**src/rtl/lc3b_types_pkg.sv**
```systemverilog
// Shared LC-3b pipeline types used by the MEM stage.
package lc3b_types;

  // MEM-stage sequencing: idle, first/direct access, second access of LDI/STI.
  typedef enum logic [1:0] {
    IDLE     = 2'd0,
    ACCESS   = 2'd1,
    INDIRECT = 2'd2
  } mem_state_t;

  // Byte lanes in a 16-bit LC-3b memory word.
  localparam int LC3B_BYTE_LANES = 2;

  // Write-back control bundle carried through MEM unchanged.
  localparam int LC3B_WB_CS_WIDTH = 4;
  typedef logic [LC3B_WB_CS_WIDTH-1:0] lc3b_wb_cs;

endpackage

```
**src/rtl/mem_access_unit_byte_align.sv**
```systemverilog
// Byte-lane steering for the MEM stage: load lane select with sign extension,
// store byte replication and byte-enable generation. Purely combinational.
module mem_byte_align #(
  parameter int DATA_WIDTH = 16,
  parameter int LANES      = DATA_WIDTH / 8,
  parameter int LANE_W     = (LANES > 1) ? $clog2(LANES) : 1
) (
  input  logic [LANE_W-1:0]     lane,
  input  logic                  is_byte,
  input  logic                  is_write,
  input  logic [DATA_WIDTH-1:0] store_word,
  input  logic [DATA_WIDTH-1:0] rdata,
  output logic [DATA_WIDTH-1:0] load_data,
  output logic [DATA_WIDTH-1:0] wdata,
  output logic [LANES-1:0]      byte_enable
);

  logic [7:0] lane_byte;

  // Pick the addressed lane out of the read word and format the load result.
  always_comb begin
    // NOTE: every always_comb output gets a default first so no path can infer a latch.
    lane_byte = '0;
    for (int i = 0; i < LANES; i++) begin
      if (lane == LANE_W'(i)) lane_byte = rdata[8*i +: 8];
    end
    load_data = is_byte ? {{(DATA_WIDTH-8){lane_byte[7]}}, lane_byte} : rdata;
  end

  // Byte stores put the low byte on every lane and enable only the addressed one.
  always_comb begin
    wdata       = is_byte ? {LANES{store_word[7:0]}} : store_word;
    byte_enable = (is_byte && is_write) ? (LANES'(1) << lane) : {LANES{1'b1}};
  end

endmodule

```
**src/rtl/mem_access_unit.sv**
```systemverilog
// LC-3b MEM stage: sequences direct, byte and indirect memory accesses over a
// request/response port, stalls upstream meanwhile, and owns the MEM/WB register.
module mem_access_unit
  import lc3b_types::*;
#(
  parameter int DATA_WIDTH  = 16,
  parameter int ADDR_WIDTH  = 16,
  parameter int WB_CS_WIDTH = 4
) (
  input  logic                    clk,
  input  logic                    rst,
  input  logic                    in_valid,
  input  logic [ADDR_WIDTH-1:0]   in_address,
  input  logic                    in_op_read,
  input  logic                    in_op_write,
  input  logic                    in_op_indirect,
  input  logic                    in_op_byte,
  input  logic [WB_CS_WIDTH-1:0]  in_wb_cs,
  input  logic [DATA_WIDTH-1:0]   in_npc,
  input  logic [DATA_WIDTH-1:0]   in_aluresult,
  input  logic [DATA_WIDTH-1:0]   in_ir,
  input  logic [2:0]              in_cc,
  input  logic [2:0]              in_drid,
  output logic                    stall_out,
  output logic                    out_valid,
  output logic [ADDR_WIDTH-1:0]   out_address,
  output logic [DATA_WIDTH-1:0]   out_data,
  output logic [WB_CS_WIDTH-1:0]  out_wb_cs,
  output logic [DATA_WIDTH-1:0]   out_npc,
  output logic [DATA_WIDTH-1:0]   out_aluresult,
  output logic [DATA_WIDTH-1:0]   out_ir,
  output logic [2:0]              out_cc,
  output logic [2:0]              out_drid,
  output logic                    mem_read,
  output logic                    mem_write,
  output logic [ADDR_WIDTH-1:0]   mem_address,
  output logic [DATA_WIDTH-1:0]   mem_wdata,
  output logic [DATA_WIDTH/8-1:0] mem_byte_enable,
  input  logic [DATA_WIDTH-1:0]   mem_rdata,
  input  logic                    mem_resp
);

  localparam int LANES  = DATA_WIDTH / 8;
  localparam int LANE_W = $clog2(LANES);

  mem_state_t state;
  logic       ptr_phase;   // ACCESS is fetching the LDI/STI pointer

  // EX/MEM fields captured when a memory op is accepted.
  logic [ADDR_WIDTH-1:0]  lat_address;
  logic [ADDR_WIDTH-1:0]  lat_pointer;
  logic                   lat_write;
  logic                   lat_byte;
  logic [WB_CS_WIDTH-1:0] lat_wb_cs;
  logic [DATA_WIDTH-1:0]  lat_npc;
  logic [DATA_WIDTH-1:0]  lat_aluresult;
  logic [DATA_WIDTH-1:0]  lat_ir;
  logic [2:0]             lat_cc;
  logic [2:0]             lat_drid;

  logic                  ptr_access;
  logic                  final_access;
  logic [ADDR_WIDTH-1:0] acc_address;
  logic [DATA_WIDTH-1:0] align_load;
  logic [DATA_WIDTH-1:0] align_wdata;
  logic [LANES-1:0]      align_be;

  wire mem_op = in_op_read | in_op_write;

  // Classify the access in flight and choose its effective address.
  always_comb begin
    ptr_access   = (state == ACCESS) && ptr_phase;
    final_access = ((state == ACCESS) && !ptr_phase) || (state == INDIRECT);
    acc_address  = (state == INDIRECT) ? lat_pointer : lat_address;
  end

  assign stall_out       = (state != IDLE);
  assign mem_read        = ptr_access || (final_access && !lat_write);
  assign mem_write       = final_access && lat_write;
  assign mem_address     = stall_out ? {acc_address[ADDR_WIDTH-1:LANE_W], {LANE_W{1'b0}}} : '0;
  assign mem_wdata       = mem_write ? align_wdata : '0;
  assign mem_byte_enable = stall_out ? align_be : '0;

  // The pointer fetch is always a full-word read, so byte steering applies only
  // to the final access.
  mem_byte_align #(
    .DATA_WIDTH (DATA_WIDTH)
  ) u_align (
    .lane        (acc_address[LANE_W-1:0]),
    .is_byte     (final_access && lat_byte),
    .is_write    (lat_write),
    .store_word  (lat_aluresult),
    .rdata       (mem_rdata),
    .load_data   (align_load),
    .wdata       (align_wdata),
    .byte_enable (align_be)
  );

  // Access sequencer plus the MEM/WB register it loads.
  always_ff @(posedge clk) begin
    if (rst) begin
      // NOTE: synchronous reset clears all state here; there is no memory array,
      // so every register can be reset, which also aborts any access in flight.
      state         <= IDLE;
      ptr_phase     <= 1'b0;
      lat_address   <= '0;
      lat_pointer   <= '0;
      lat_write     <= 1'b0;
      lat_byte      <= 1'b0;
      lat_wb_cs     <= '0;
      lat_npc       <= '0;
      lat_aluresult <= '0;
      lat_ir        <= '0;
      lat_cc        <= '0;
      lat_drid      <= '0;
      out_valid     <= 1'b0;
      out_address   <= '0;
      out_data      <= '0;
      out_wb_cs     <= '0;
      out_npc       <= '0;
      out_aluresult <= '0;
      out_ir        <= '0;
      out_cc        <= '0;
      out_drid      <= '0;
    end else begin
      // NOTE: non-blocking assignments keep every register update in this block
      // based on pre-edge values, regardless of statement order.
      out_valid <= 1'b0;
      case (state)
        IDLE: begin
          if (in_valid && mem_op) begin
            lat_address   <= in_address;
            lat_write     <= in_op_write;
            lat_byte      <= in_op_byte;
            lat_wb_cs     <= in_wb_cs;
            lat_npc       <= in_npc;
            lat_aluresult <= in_aluresult;
            lat_ir        <= in_ir;
            lat_cc        <= in_cc;
            lat_drid      <= in_drid;
            ptr_phase     <= in_op_indirect;
            state         <= ACCESS;
          end else if (in_valid) begin
            out_valid     <= 1'b1;
            out_address   <= in_address;
            out_data      <= '0;
            out_wb_cs     <= in_wb_cs;
            out_npc       <= in_npc;
            out_aluresult <= in_aluresult;
            out_ir        <= in_ir;
            out_cc        <= in_cc;
            out_drid      <= in_drid;
          end
        end
        ACCESS, INDIRECT: begin
          if (mem_resp && ptr_access) begin
            lat_pointer <= ADDR_WIDTH'(mem_rdata);
            ptr_phase   <= 1'b0;
            state       <= INDIRECT;
          end else if (mem_resp) begin
            out_valid     <= 1'b1;
            out_address   <= acc_address;
            out_data      <= lat_write ? '0 : align_load;
            out_wb_cs     <= lat_wb_cs;
            out_npc       <= lat_npc;
            out_aluresult <= lat_aluresult;
            out_ir        <= lat_ir;
            out_cc        <= lat_cc;
            out_drid      <= lat_drid;
            state         <= IDLE;
          end
        end
        default: state <= IDLE;
      endcase
    end
  end

endmodule

```
**config.mk**
```make
export PLATFORM = sky130hd
export DESIGN_NAME = mem_access_unit
export DESIGN_NICKNAME = d
export VERILOG_FILES = /design/src/rtl/lc3b_types_pkg.sv /design/src/rtl/mem_access_unit_byte_align.sv /design/src/rtl/mem_access_unit.sv
export SDC_FILE = /design/constraint.sdc
export NUM_CORES = 1
export LEC_CHECK = 0
export ABC_AREA = 0
export BUFFER_PORTS_ARGS = -buffer_cell sky130_fd_sc_hd__buf_2
export CAP_MARGIN = 20
export CORE_AREA = 2 2 152 110
export DETAILED_ROUTE_END_ITERATION = 8
export DIE_AREA = 0 0 154 112
export PLACE_DENSITY_LB_ADDON = 0.12
export SYNTH_ARGS = -nofsm -noshare
export SYNTH_HDL_FRONTEND = slang
export SYNTH_SLANG_ARGS = --single-unit
```
**constraint.sdc**
```tcl
create_clock -name clk -period 2.4 [get_ports clk]
set_clock_uncertainty 0.1 [all_clocks]
set_input_delay 0.24 -clock clk [delete_from_list [all_inputs] [get_ports clk]]
set_output_delay 0.24 -clock clk [all_outputs]
set_load 0.01 [all_outputs]
```
Yosys cells after proc, flatten, opt, wreduce, memory -nomap -nowiden. Index checks and enable logic that the tools add are counted. Widths: inputs -> output; s select.

Flip-flop bits (word level): 186. Latch bits: 0. Memory bits (writable): 0. Bits in read-only memories: 0. Input port bits: 98. Output and inout bits: 128. Memories: 0.

$add $sub $neg: 0. $mul: 0. Div/mod/pow operators: 0. Magnitude comparators: 0. Equal/unequal tests: 9. Shifts and indexed selects: 1. Mux-type cells: 61. Bitwise gates (word level): 1. Reductions and logical operators: 21.

Operators by type and width (count): $mux 16 (26); $pmux 16 s2 (5); $mux 3 (8); $mux 4 (4); $ne 2x2->1 const B (6); $pmux 3 s2 (2); $mux 2 (5); $logic_and 1x1->1 (8); $mux 8 (1); $pmux 4 s2 (1); $mux 1 (6); $reduce_and 2->1 (3); $reduce_and 5->1 (1); $pmux 1 s2 (2); $pmux 2 s2 (1); $reduce_bool 2->1 (2); $ne 3x3->1 const B (1); $reduce_and 3->1 (1); $eq 2x1->1 const B (1); $eq 2x2->1 const B (1); $logic_not 1->1 (2); $logic_not 2->1 (1); $logic_or 1x1->1 (2); $reduce_or 2->1 (1); 2 further kinds (2).

Logic depth before layout (Yosys ltp). Gate-level depths: netlist of run 1.

Depth after elaboration: 9. Depth in mapped cells: 9.

By module. Synthesis of run 1 repeated with hierarchy kept, for this count alone.

Cells, all modules: 1021. Area, all modules: 9168.8 µm².

By module, submodules not included: mem_access_unit (instances 1, cells each 974, area each 8784.7 µm², seq. area each 3723.6 µm²); mem_byte_align (instances 1, cells each 47, area each 384.1 µm², seq. area each 0.0 µm²).

Worst setup path before layout of run 1. OpenSTA, ideal clock, no wires.

Path kind: reg2out. From: reg state[0]. To: out mem_byte_enable[0]. Data arrival time: 1.798 ns. Data required time: 2.060 ns. Path slack: 0.262 ns. Stages on the path, launching flop included: 8. Cell sequence: dfxtp_1 -> inv_1 -> ha_1 -> buf_2 -> o21ai_1 -> inv_1 -> clkbuf_1 -> a31oi_1.

Word-level cells in the longest chain between the ends: 7. Elaborated cells on any way between the ends: 11. Those cells by class: 2 x eq/ne; 1 x shift; 3 x mux; 5 x reduce/logical.

RTL lines: start, declared (RTL line mem_access_unit.sv:46) `mem_state_t state;`; start signal, assigned (RTL line mem_access_unit.sv:104) `state <= IDLE;`; start signal, assigned (RTL line mem_access_unit.sv:142) `state <= ACCESS;`; start signal, assigned (RTL line mem_access_unit.sv:159) `state <= INDIRECT;`; $eq 2x1->1 (RTL line mem_access_unit.sv:73) `final_access = ((state == ACCESS) && !ptr_phase) || (state == INDIRECT);`; $logic_and 1x1->1 (RTL line mem_access_unit.sv:73); $logic_or 1x1->1 (RTL line mem_access_unit.sv:73); $logic_and 1x1->1 (RTL line mem_access_unit.sv:90) `.is_byte (final_access && lat_byte),`; $logic_and 1x1->1 (RTL line mem_access_unit_byte_align.sv:33) `byte_enable = (is_byte && is_write) ? (LANES'(1) << lane) : {LANES{1'b1}};`; $mux 2 (RTL line mem_access_unit_byte_align.sv:33); $mux 2 (*) (RTL line mem_access_unit.sv:82) `assign mem_byte_enable = stall_out ? align_be : '0;`; end, declared (RTL line mem_access_unit.sv:38) `output logic [DATA_WIDTH/8-1:0] mem_byte_enable,`.

Mark *: on every way between the ends. The rest lies on a longest branch, timed or not.

Worst setup path in the final report of run 1.
From: reg state[1]. To: out mem_byte_enable[0].

Same word-level chain as after synthesis.

==> results of run 1 <==
[worst min-delay path, delay by kind of cell]
kind | cells | cell delay (ns)
AO/OA/AOI/OAI | 1 | 0.06
buffers and inverters | 1 | 0.11
AND/OR/NAND/NOR | 1 | 0.09
[where the power goes]
group / internal, W / switching [W] / total [W]
Clock: 0.00168 / 0.00119 / 0.00287
Sequential: 0.00326 / 0.000101 / 0.00336
Combinational: 0.000510 / 0.000623 / 0.00113
[repair_timing]
item | 4_1_cts | 5_1_grt
setup buffers | 0 | 4
hold buffers | 89 | 0
gates resized for setup | 5 | 12
endpoints found under the setup margin | 29 | 87
pin swaps | 1 | 3
endpoints found under the hold margin | 89 | 0
[synthesized netlist by cell type, drive strengths merged, types with 9 or more instances]
| cell type | n | area (um^2) |
|---|---|---|
| mux2i | 89 | 890.9 |
| nand2 | 220 | 825.8 |
| clkbuf | 37 | 140.1 |
| nor2 | 98 | 367.9 |
| buf | 38 | 200.2 |
| a211oi | 58 | 435.4 |
| dfxtp | 186 | 3724 |
| a21oi | 110 | 550.5 |
| and2 | 9 | 56.30 |
| o211ai | 18 | 140.1 |
| o2bb2ai | 16 | 140.1 |
[cell families after synthesis]
family	after synthesis
adder cells (fa/ha/maj)	4
flip-flops	186
other	1
multiplexers	90
AND/OR/NAND/NOR	338
AO/OA/AOI/OAI	218
buffers and inverters	79
[metal layers]
metal,vias up,wire length (um)
li1,3705,-
met1,3355,10730
met2,223,9458
met3,21,1396
met4,0,215
met5,-,0
[flip-flops by register name, indices dropped and copies added (netlist names), 2 cells and up]
signal	flops
out_drid	3
out_npc	16
state	2
out_wb_cs	4
lat_aluresult	16
lat_ir	16
out_data	16
lat_wb_cs	4
out_address	16
out_ir	16
lat_pointer	16
lat_address	16
lat_drid	3
lat_npc	16
out_aluresult	16
out_cc	3
lat_cc	3
[layout make-up]
cell class / instances / area (um^2) / share of cell area
repair buffers: 338 / 2287 / 0.2149
inverters: 4 / 17.52 / 0.001646
clock inverters: 11 / 143.9 / 0.01352
flip-flops and latches: 186 / 3726 / 0.3501
well taps: 205 / 256.5 / 0.02410
clock buffers: 19 / 452.9 / 0.04255
multi-input cells: 651 / 3760 / 0.3532
[through the flow]
stage	cells	total power (W)	hold slack (ns)
final	1414	0.007368	0.02567
after CTS	1410	0.007387	0.009952
after global routing	1414	0.007690	0.01396
after detailed placement	1291	0.004421	0.3414
after global placement	1291	0.004406	0.3365
after floorplan	916	0.004035	0.2760
[final timing paths]
| path | cells after the start | to | slack [ns] |
|---|---|---|---|
| setup / recovery | 7 | mem_byte_enable[0] | 0.08 |
| hold / removal | 3 | lat_pointer[1] | 0.03 |
| setup reg to reg | 8 | out_npc[11] | 0.14 |
| hold reg to reg | 2 | out_address[9] | 0.35 |
==> results.sh, run 1 <==
export IMPL_io_buffers=224
export IMPL_cts_tree="built"
export IMPL_cp_cell_sequence="inv_2 -> ha_4 -> nor2b_2 -> o21ai_2 -> inv_4 -> a31oi_2 -> buf_4"
export IMPL_clock_fmax_ghz=0.4305
export IMPL_hold_path_class="input port to flip-flop"
export IMPL_antenna_found_initial=0
export IMPL_cpPeakStageDelay_ns=0.38
export IMPL_holdCritStartpoint="mem_rdata[1]"
export IMPL_setup_tns_ns=0
export IMPL_ys_ff_latch=186
export IMPL_antenna_left=0
export IMPL_drive_above_1_share=0.2465
export IMPL_dp_slack_ns=0.1132
export IMPL_cp_required_ns=2.06
export IMPL_grt_busiest_layer="met2"
export IMPL_postSynthNetCount=1018
export IMPL_async_flop_share=0
export IMPL_maxSlewHeadroom=0.2923
export IMPL_rsz0062_at_grt="true"
export IMPL_period_needed_ns=2.323
export IMPL_grt_overflow=0
export IMPL_post_dp_hpwl_mm=13.95
export IMPL_grt_pass1_vias=6843
export IMPL_row_count=39
export IMPL_fin_ws_ns=0.07730
export IMPL_grt_usage=0.2502
export IMPL_cts_num_sinks=186
export IMPL_grt_pass1_wl_mm=34.87
export IMPL_routed_wl_mm=21.80
export IMPL_crit_fanout=11
export IMPL_wl_per_cell_um=15.42
export IMPL_syn2layout_area_growth_pct=37.12
export IMPL_cp_start_kind="flip-flop"
export IMPL_dieArea_um2=17250
export IMPL_use_met1=0.3561
export IMPL_cts_reportedPaths_clkPinSlew_ns=0.07
export IMPL_slew_viol_final=0
export IMPL_synth_avg_cell_area_um2=8.474
export IMPL_synth_xor_area_share=0
export IMPL_startpoint="state[1]"
export IMPL_drcViolationCount=0
export IMPL_start_util=0.4895
export IMPL_grt_util_met2=0.3785
export IMPL_postLayoutCoreUtil=0.6712
export IMPL_ys_warn_count=0
export IMPL_yosys_area_share_simple=0.1709
export IMPL_finalHoldViolations=0
export IMPL_synth_top_family_by_area="compound AO/OA/AOI/OAI gates"
export IMPL_drt_iter0_drc=502
export IMPL_globalplace_congestion=0.8379
export IMPL_synth_area_um2=7762
export IMPL_r2r_start="state[0]"
export IMPL_worstSetupPathType="flip-flop to output pin"
export IMPL_synth_distinct_cells=40
export IMPL_final_area_um2=10640
export IMPL_cts_root_buffer="clkbuf_16"
export IMPL_io_pins=226
export IMPL_vias=7304
export IMPL_synth_compound_area_frac=0.1805
export IMPL_ir_worst_vdd_v=0.0004666
export IMPL_p_leak_nw=4.400
export IMPL_arrival_ns=1.98
export IMPL_status="finished clean"
export IMPL_critPathBufInv=3
export IMPL_cts_max_path_buffers=2
export IMPL_worst_slew_pin_slew_ns=1.058
export IMPL_mostFrequentLayoutCell="buf_2"
export IMPL_ys_seq_area_frac=0.4797
export IMPL_synth_edf_count=0
export IMPL_via_per_inst=5.165
export IMPL_grt_use_met3=0.06656
export IMPL_die_height_um=112
export IMPL_cpMaxStageDelayCell="dfxtp_2"
export IMPL_synthMuxAreaShare=0.1162
export IMPL_power_density_nw_per_um2=692.2
export IMPL_synth_fa_ha_area_frac=0.006447
export IMPL_nNetsFinal=1300
export IMPL_n_fill_cell=1319
export IMPL_maxCapViolCount=0
export IMPL_place_area_um2=9055
export IMPL_numCtsBuffers=17
export IMPL_postSynthCellCount=916
export IMPL_htree_levels=4
export IMPL_die_w_um=154
export IMPL_mostFrequentLayoutCells="buf_2, nand2_1, dfxtp_1, a21oi_1, nor2_1"
export IMPL_min_period_over_period=0.9678
export IMPL_setup_violations=0
export IMPL_synth_flop_cell="dfxtp_1"
export IMPL_first_pass_iters=5
export IMPL_clk_latency_ns=0.42
export IMPL_grt_max_degree=151
export IMPL_cp_top_family="compound AO/OA/AOI/OAI gates"
export IMPL_diodes=0
export IMPL_endpoint_kind="output pin"
export IMPL_core_area_um2=15860
Power figures use the tool's default switching activity.
==> inputs of run 2 (changes only) <==
--- a/config.mk
+++ b/config.mk
@@ -6,7 +6,7 @@
 export NUM_CORES = 1
 export LEC_CHECK = 0
 export ABC_AREA = 0
-export BUFFER_PORTS_ARGS = -buffer_cell sky130_fd_sc_hd__buf_2
+export BUFFER_PORTS_ARGS = -buffer_cell sky130_fd_sc_hd__buf_4
 export CAP_MARGIN = 20
 export CORE_AREA = 2 2 152 110
 export DETAILED_ROUTE_END_ITERATION = 8
==> results.sh, run 2 (synthesized netlist as in run 1, its figures left out) <==
export IMPL_drcViolationCount=0
export IMPL_start_util=0.4895
export IMPL_rsz0062_at_grt="true"
export IMPL_antenna_found_initial=0
export IMPL_p_sw_frac=0.2677
export IMPL_p_total_w=0.007340
export IMPL_r2r_start="state[0]"
export IMPL_diodes=0
export IMPL_cp_start_kind="flip-flop"
export IMPL_hold_end="out_data[12]"
export IMPL_holdCritStartpoint="mem_rdata[12]"
export IMPL_wl_per_cell_um=15.88
export IMPL_grt_overflow=0
export IMPL_seqPwrFrac=0.459
export IMPL_cts_max_path_buffers=2
export IMPL_drive_above_1_share=0.2459
export IMPL_cellInternalPower_w=0.005375
export IMPL_post_dp_hpwl_mm=14.65
export IMPL_maxCapViolCount=0
export IMPL_worst_slew_pin_slew_ns=0.6785
export IMPL_clock_fmax_ghz=0.4285
export IMPL_slew_viol_final=0
export IMPL_core_area_um2=15860
export IMPL_mostFrequentLayoutCell="buf_4"
export IMPL_arrival_ns=1.99
export IMPL_p_sw_w=0.001965
export IMPL_status="finished clean"
export IMPL_globalplace_congestion=0.8051
export IMPL_dpl_cell_count=1295
export IMPL_nNetsFinal=1301
export IMPL_setup_violations=0
export IMPL_min_period_over_period=0.9723
export IMPL_clk_latency_ns=0.43
export IMPL_instances_no_fill=1417
export IMPL_r2r_slack_ns=0.25
export IMPL_grt_max_degree=91
export IMPL_cts_reportedPaths_clkPinSlew_ns=0.07
export IMPL_row_count=39
export IMPL_crit_fanout=6
export IMPL_cts_num_sinks=186
export IMPL_fin_ws_ns=0.06649
export IMPL_via_per_inst=5.209
export IMPL_first_pass_iters=5
export IMPL_grt_pass1_wl_mm=35.11
export IMPL_power_density_nw_per_um2=654.4
export IMPL_vias=7381
export IMPL_finalHoldViolations=0
export IMPL_syn2layout_area_growth_pct=44.49
export IMPL_hold_path_class="input port to flip-flop"
export IMPL_maxSlewHeadroom=0.5477
export IMPL_drt_iter0_drc=426
export IMPL_die_w_um=154
export IMPL_die_height_um=112
export IMPL_numCtsBuffers=17
export IMPL_htree_levels=4
export IMPL_clockPowerShare=0.371
export IMPL_grt_pass1_vias=6758
export IMPL_dp_slack_ns=0.2933
export IMPL_cts_root_buffer="clkbuf_16"
export IMPL_reg2reg_depth=8
export IMPL_reg2reg_to="out_aluresult[7]"
export IMPL_min_path_cells=3
export IMPL_cts_tree="built"
export IMPL_endpoint_kind="output pin"
export IMPL_cp_required_ns=2.06
export IMPL_io_pins=226
export IMPL_power_frac_comb=0.171
export IMPL_mostFrequentLayoutCells="buf_4, nand2_1, dfxtp_1, a21oi_1, nor2_1"
export IMPL_worstSetupPathType="flip-flop to output pin"
export IMPL_postLayoutCoreUtil=0.7072
export IMPL_antenna_left=0
export IMPL_p_leak_nw=4.482
export IMPL_period_needed_ns=2.334
export IMPL_dieArea_um2=17250
export IMPL_grt_usage=0.2533
export IMPL_ir_worst_vdd_v=0.0004814
export IMPL_io_buffers=224
export IMPL_routed_wl_mm=22.50
==> run 2: final cells by class <==
type	instances	area (um^2)
clock buffer	20	456.7
timing repair buffer	339	2903
tap	205	256.5
inverter	4	17.52
fill	1228	4643
clock inverter	12	116.4
multi-input combinational	651	3741
sequential	186	3725
==> run 2: worst max path at each step <==
stage / startpoint / to / slack [ns] / cells past startpoint
after floorplan: state[0] / mem_byte_enable[0] / 0.26 / 7
after global placement: state[1] / mem_byte_enable[1] / 0.33 / 7
after detailed placement: state[1] / mem_byte_enable[0] / 0.29 / 7
after CTS: state[1] / mem_byte_enable[0] / -0.008 / 7
after global routing: state[1] / mem_byte_enable[1] / -0.04 / 7
final: state[0] / mem_byte_enable[1] / 0.07 / 5
==> run 2: per-layer routing <==
layer | track usage | vias up | wire length [um]
li1 | - | 3706 | -
met3 | 0.07980 | 28 | 1712
met5 | 0 | - | 0
met1 | 0.3506 | 3414 | 10690
met4 | 0.06355 | 0 | 262
met2 | 0.3857 | 233 | 9836
==> run 2: worst max-delay path: stages, from the launching register on <==
cell and delay (ns):
dfxtp_1 0.35, inv_1 0.13, ha_2 0.30, mux2i_1 0.45, a31oi_1 0.15, buf_4 0.18
==> run 2: power groups by stage <==
stage | logic, W | clock network [W] | registers, W
5_1_grt | 0.00136 | 0.00290 | 0.00338
6_report | 0.00125 | 0.00272 | 0.00337
3_3_place_gp | 0.00110 | 0 | 0.00343
2_1_floorplan | 0.000582 | 0 | 0.00345
3_5_place_dp | 0.00111 | 0 | 0.00343
4_1_cts | 0.00124 | 0.00276 | 0.00336
==> run 2: metrics by stage <==
stage | hold slack, ns | cell area [um^2] | setup TNS (ns)
floorplan | 0.2760 | 7762 | 0
global placement | 0.3388 | 9693 | 0
detailed placement | 0.3454 | 9693 | 0
CTS | 0.003477 | 11180 | -0.007665
global route | 0.01775 | 11220 | -0.1289
finish | 0.02165 | 11220 | 0
==> run 2: repair_timing <==
item / 4_1_cts / 5_1_grt
setup buffers: 0 / 0
gates resized for setup: 4 / 9
hold endpoints to repair: 97 / 0
setup endpoints to repair: 26 / 27
pin swaps: 0 / 2
hold buffers: 90 / 0
==> inputs of run 3 (changes only) <==
--- a/config.mk
+++ b/config.mk
@@ -6,11 +6,11 @@
 export NUM_CORES = 1
 export LEC_CHECK = 0
 export ABC_AREA = 0
-export BUFFER_PORTS_ARGS = -buffer_cell sky130_fd_sc_hd__buf_4
 export CAP_MARGIN = 20
 export CORE_AREA = 2 2 152 110
 export DETAILED_ROUTE_END_ITERATION = 8
 export DIE_AREA = 0 0 154 112
+export DONT_BUFFER_PORTS = 1
 export PLACE_DENSITY_LB_ADDON = 0.12
 export SYNTH_ARGS = -nofsm -noshare
 export SYNTH_HDL_FRONTEND = slang
==> results.sh, run 3 (synthesized netlist as in run 1, its figures left out) <==
export IMPL_row_count=39
export IMPL_maxSlewHeadroom=0.5659
export IMPL_cts_reportedPaths_clkPinSlew_ns=0.07
export IMPL_grt_max_degree=173
export IMPL_slew_viol_final=0
export IMPL_violations="negative hold slack"
export IMPL_drt_iter0_drc=452
export IMPL_clk_latency_ns=0.43
export IMPL_maxCapViolCount=0
export IMPL_drive_above_1_share=0.07184
export IMPL_worst_slew_pin_slew_ns=0.6512
export IMPL_p_leak_nw=3.704
export IMPL_numCtsBuffers=17
export IMPL_globalplace_congestion=0.8565
export IMPL_status="finished, violations left"
export IMPL_die_w_um=154
export IMPL_arrival_ns=2.64
export IMPL_cts_tree="built"
export IMPL_endpoint_kind="flip-flop"
export IMPL_holdWs_ns=-0.03035
export IMPL_grt_overflow=0
export IMPL_post_dp_hpwl_mm=13.68
export IMPL_period_needed_ns=2.375
export IMPL_drcViolationCount=0
export IMPL_core_area_um2=15860
export IMPL_cp_required_ns=2.67
export IMPL_die_height_um=112
export IMPL_grt_pass1_vias=6404
export IMPL_cp_cell_sequence="inv_2 -> ha_4 -> and2_1 -> nor2b_1 -> buf_4 -> nand2_1 -> a21oi_1 -> dlygate4sd3_1"
export IMPL_final_area_um2=10080
export IMPL_cpPeakStageDelay_ns=0.59
export IMPL_start_util=0.4895
export IMPL_dieArea_um2=17250
export IMPL_diodes=0
export IMPL_power_density_nw_per_um2=720.9
export IMPL_cts_num_sinks=186
export IMPL_crit_fanout=16
export IMPL_cts_root_buffer="clkbuf_16"
export IMPL_antenna_found_initial=0
export IMPL_ir_worst_vdd_v=0.0004310
export IMPL_syn2layout_area_growth_pct=29.82
export IMPL_via_per_inst=5.617
export IMPL_first_pass_iters=5
export IMPL_wl_per_cell_um=18.34
export IMPL_worstSetupPathType="flip-flop to flip-flop"
export IMPL_cp_start_kind="flip-flop"
export IMPL_io_pins=226
export IMPL_antenna_left=0
export IMPL_nNetsFinal=1133
export IMPL_vias=7016
export IMPL_setup_violations=0
export IMPL_finalHoldViolations=6
export IMPL_hold_path_class="input port to flip-flop"
export IMPL_routed_wl_mm=22.91
export IMPL_cts_max_path_buffers=2
export IMPL_clock_fmax_ghz=0.4210
export IMPL_place_area_um2=7929
export IMPL_grt_usage=0.2466
export IMPL_setup_tns_ns=0
export IMPL_cpMaxStageDelayCell="dlygate4sd3_1"
export IMPL_io_buffers=0
export IMPL_grt_pass1_wl_mm=34.11
export IMPL_mostFrequentLayoutCell="nand2_1"
export IMPL_min_period_over_period=0.9896
export IMPL_mostFrequentLayoutCells="nand2_1, dfxtp_1, dlygate4sd3_1, a21oi_1, nor2_1"
export IMPL_htree_levels=4
## run 3: cell types whose count changed in the layout (fill, tap and decap cells not counted), sizes merged
cell and delta:
clkinv -4, clkinvlp +2, buf -223, clkbuf -1
bufinv +2, inv +2, dlygate4sd3 +54
## run 3: critical path, delay by kind of cell (launching register included)
family	cells	cell delay [ns]
adder cells (fa/ha/maj)	1	0.31
AO/OA/AOI/OAI	1	0.15
AND/OR/NAND/NOR	3	0.46
buffers and inverters	3	0.88
flip-flops	1	0.39
## run 3: final timing paths
kind	startpoint	to	slack, ns	cells past startpoint
setup reg to reg	state[0]	lat_pointer[12]	0.02	8
hold reg to reg	lat_cc[0]	lat_cc[0]	0.36	2
hold / removal	in_drid[2]	out_drid[2]	-0.03	2
setup / recovery	state[0]	lat_pointer[12]	0.02	8
## run 3: power breakdown
group          switching (W)  leakage (nW)  total [W]  internal [W]
logic               0.000503          1.90   0.000943      0.000439
clock network        0.00124         0.290    0.00289       0.00165
registers           0.000168          1.52    0.00343       0.00326
## run 3: repair_timing
action,4_1_cts,5_1_grt
resized for setup,10,6
hold endpoints to repair,186,117
setup endpoints to repair,10,64
pin swaps,2,1
setup buffers,0,1
hold buffers,69,76
gates cloned,1,0
## run 3: layout make-up
cell class | instances | area (um^2)
clock inverter | 13 | 166.4
timing repair inverter | 1 | 5.005
inverter | 4 | 15.01
timing repair buffer | 170 | 1727
fill | 1324 | 5782
tap | 205 | 256.5
multi-input combinational | 651 | 3746
clock buffer | 19 | 432.9
sequential | 186 | 3729
## run 3: routing by layer
| layer | vias to the layer above | track usage | part of all wire |
|---|---|---|---|
| li1 | 3389 | - | - |
| met1 | 3321 | 0.3254 | 0.45 |
| met2 | 272 | 0.3689 | 0.44 |
| met3 | 34 | 0.1043 | 0.096 |
| met4 | 0 | 0.07352 | 0.013 |
| met5 | - | 0 | 0 |
## run 3: per-stage QoR
step           hold WS [ns]  instances  power [W]  utilization  setup WS, ns
3_5_place_dp         0.2239       1070   0.004178       0.5000        0.2649
6_report           -0.03035       1249   0.007264       0.6354       0.02495
5_1_grt            -0.01334       1249   0.007544       0.6354      -0.07424
2_1_floorplan        0.2760        916   0.004035            -        0.2617
3_3_place_gp         0.2270       1070   0.004154       0.5000        0.3641
4_1_cts             -0.2376       1172   0.007147       0.5839     0.0009979
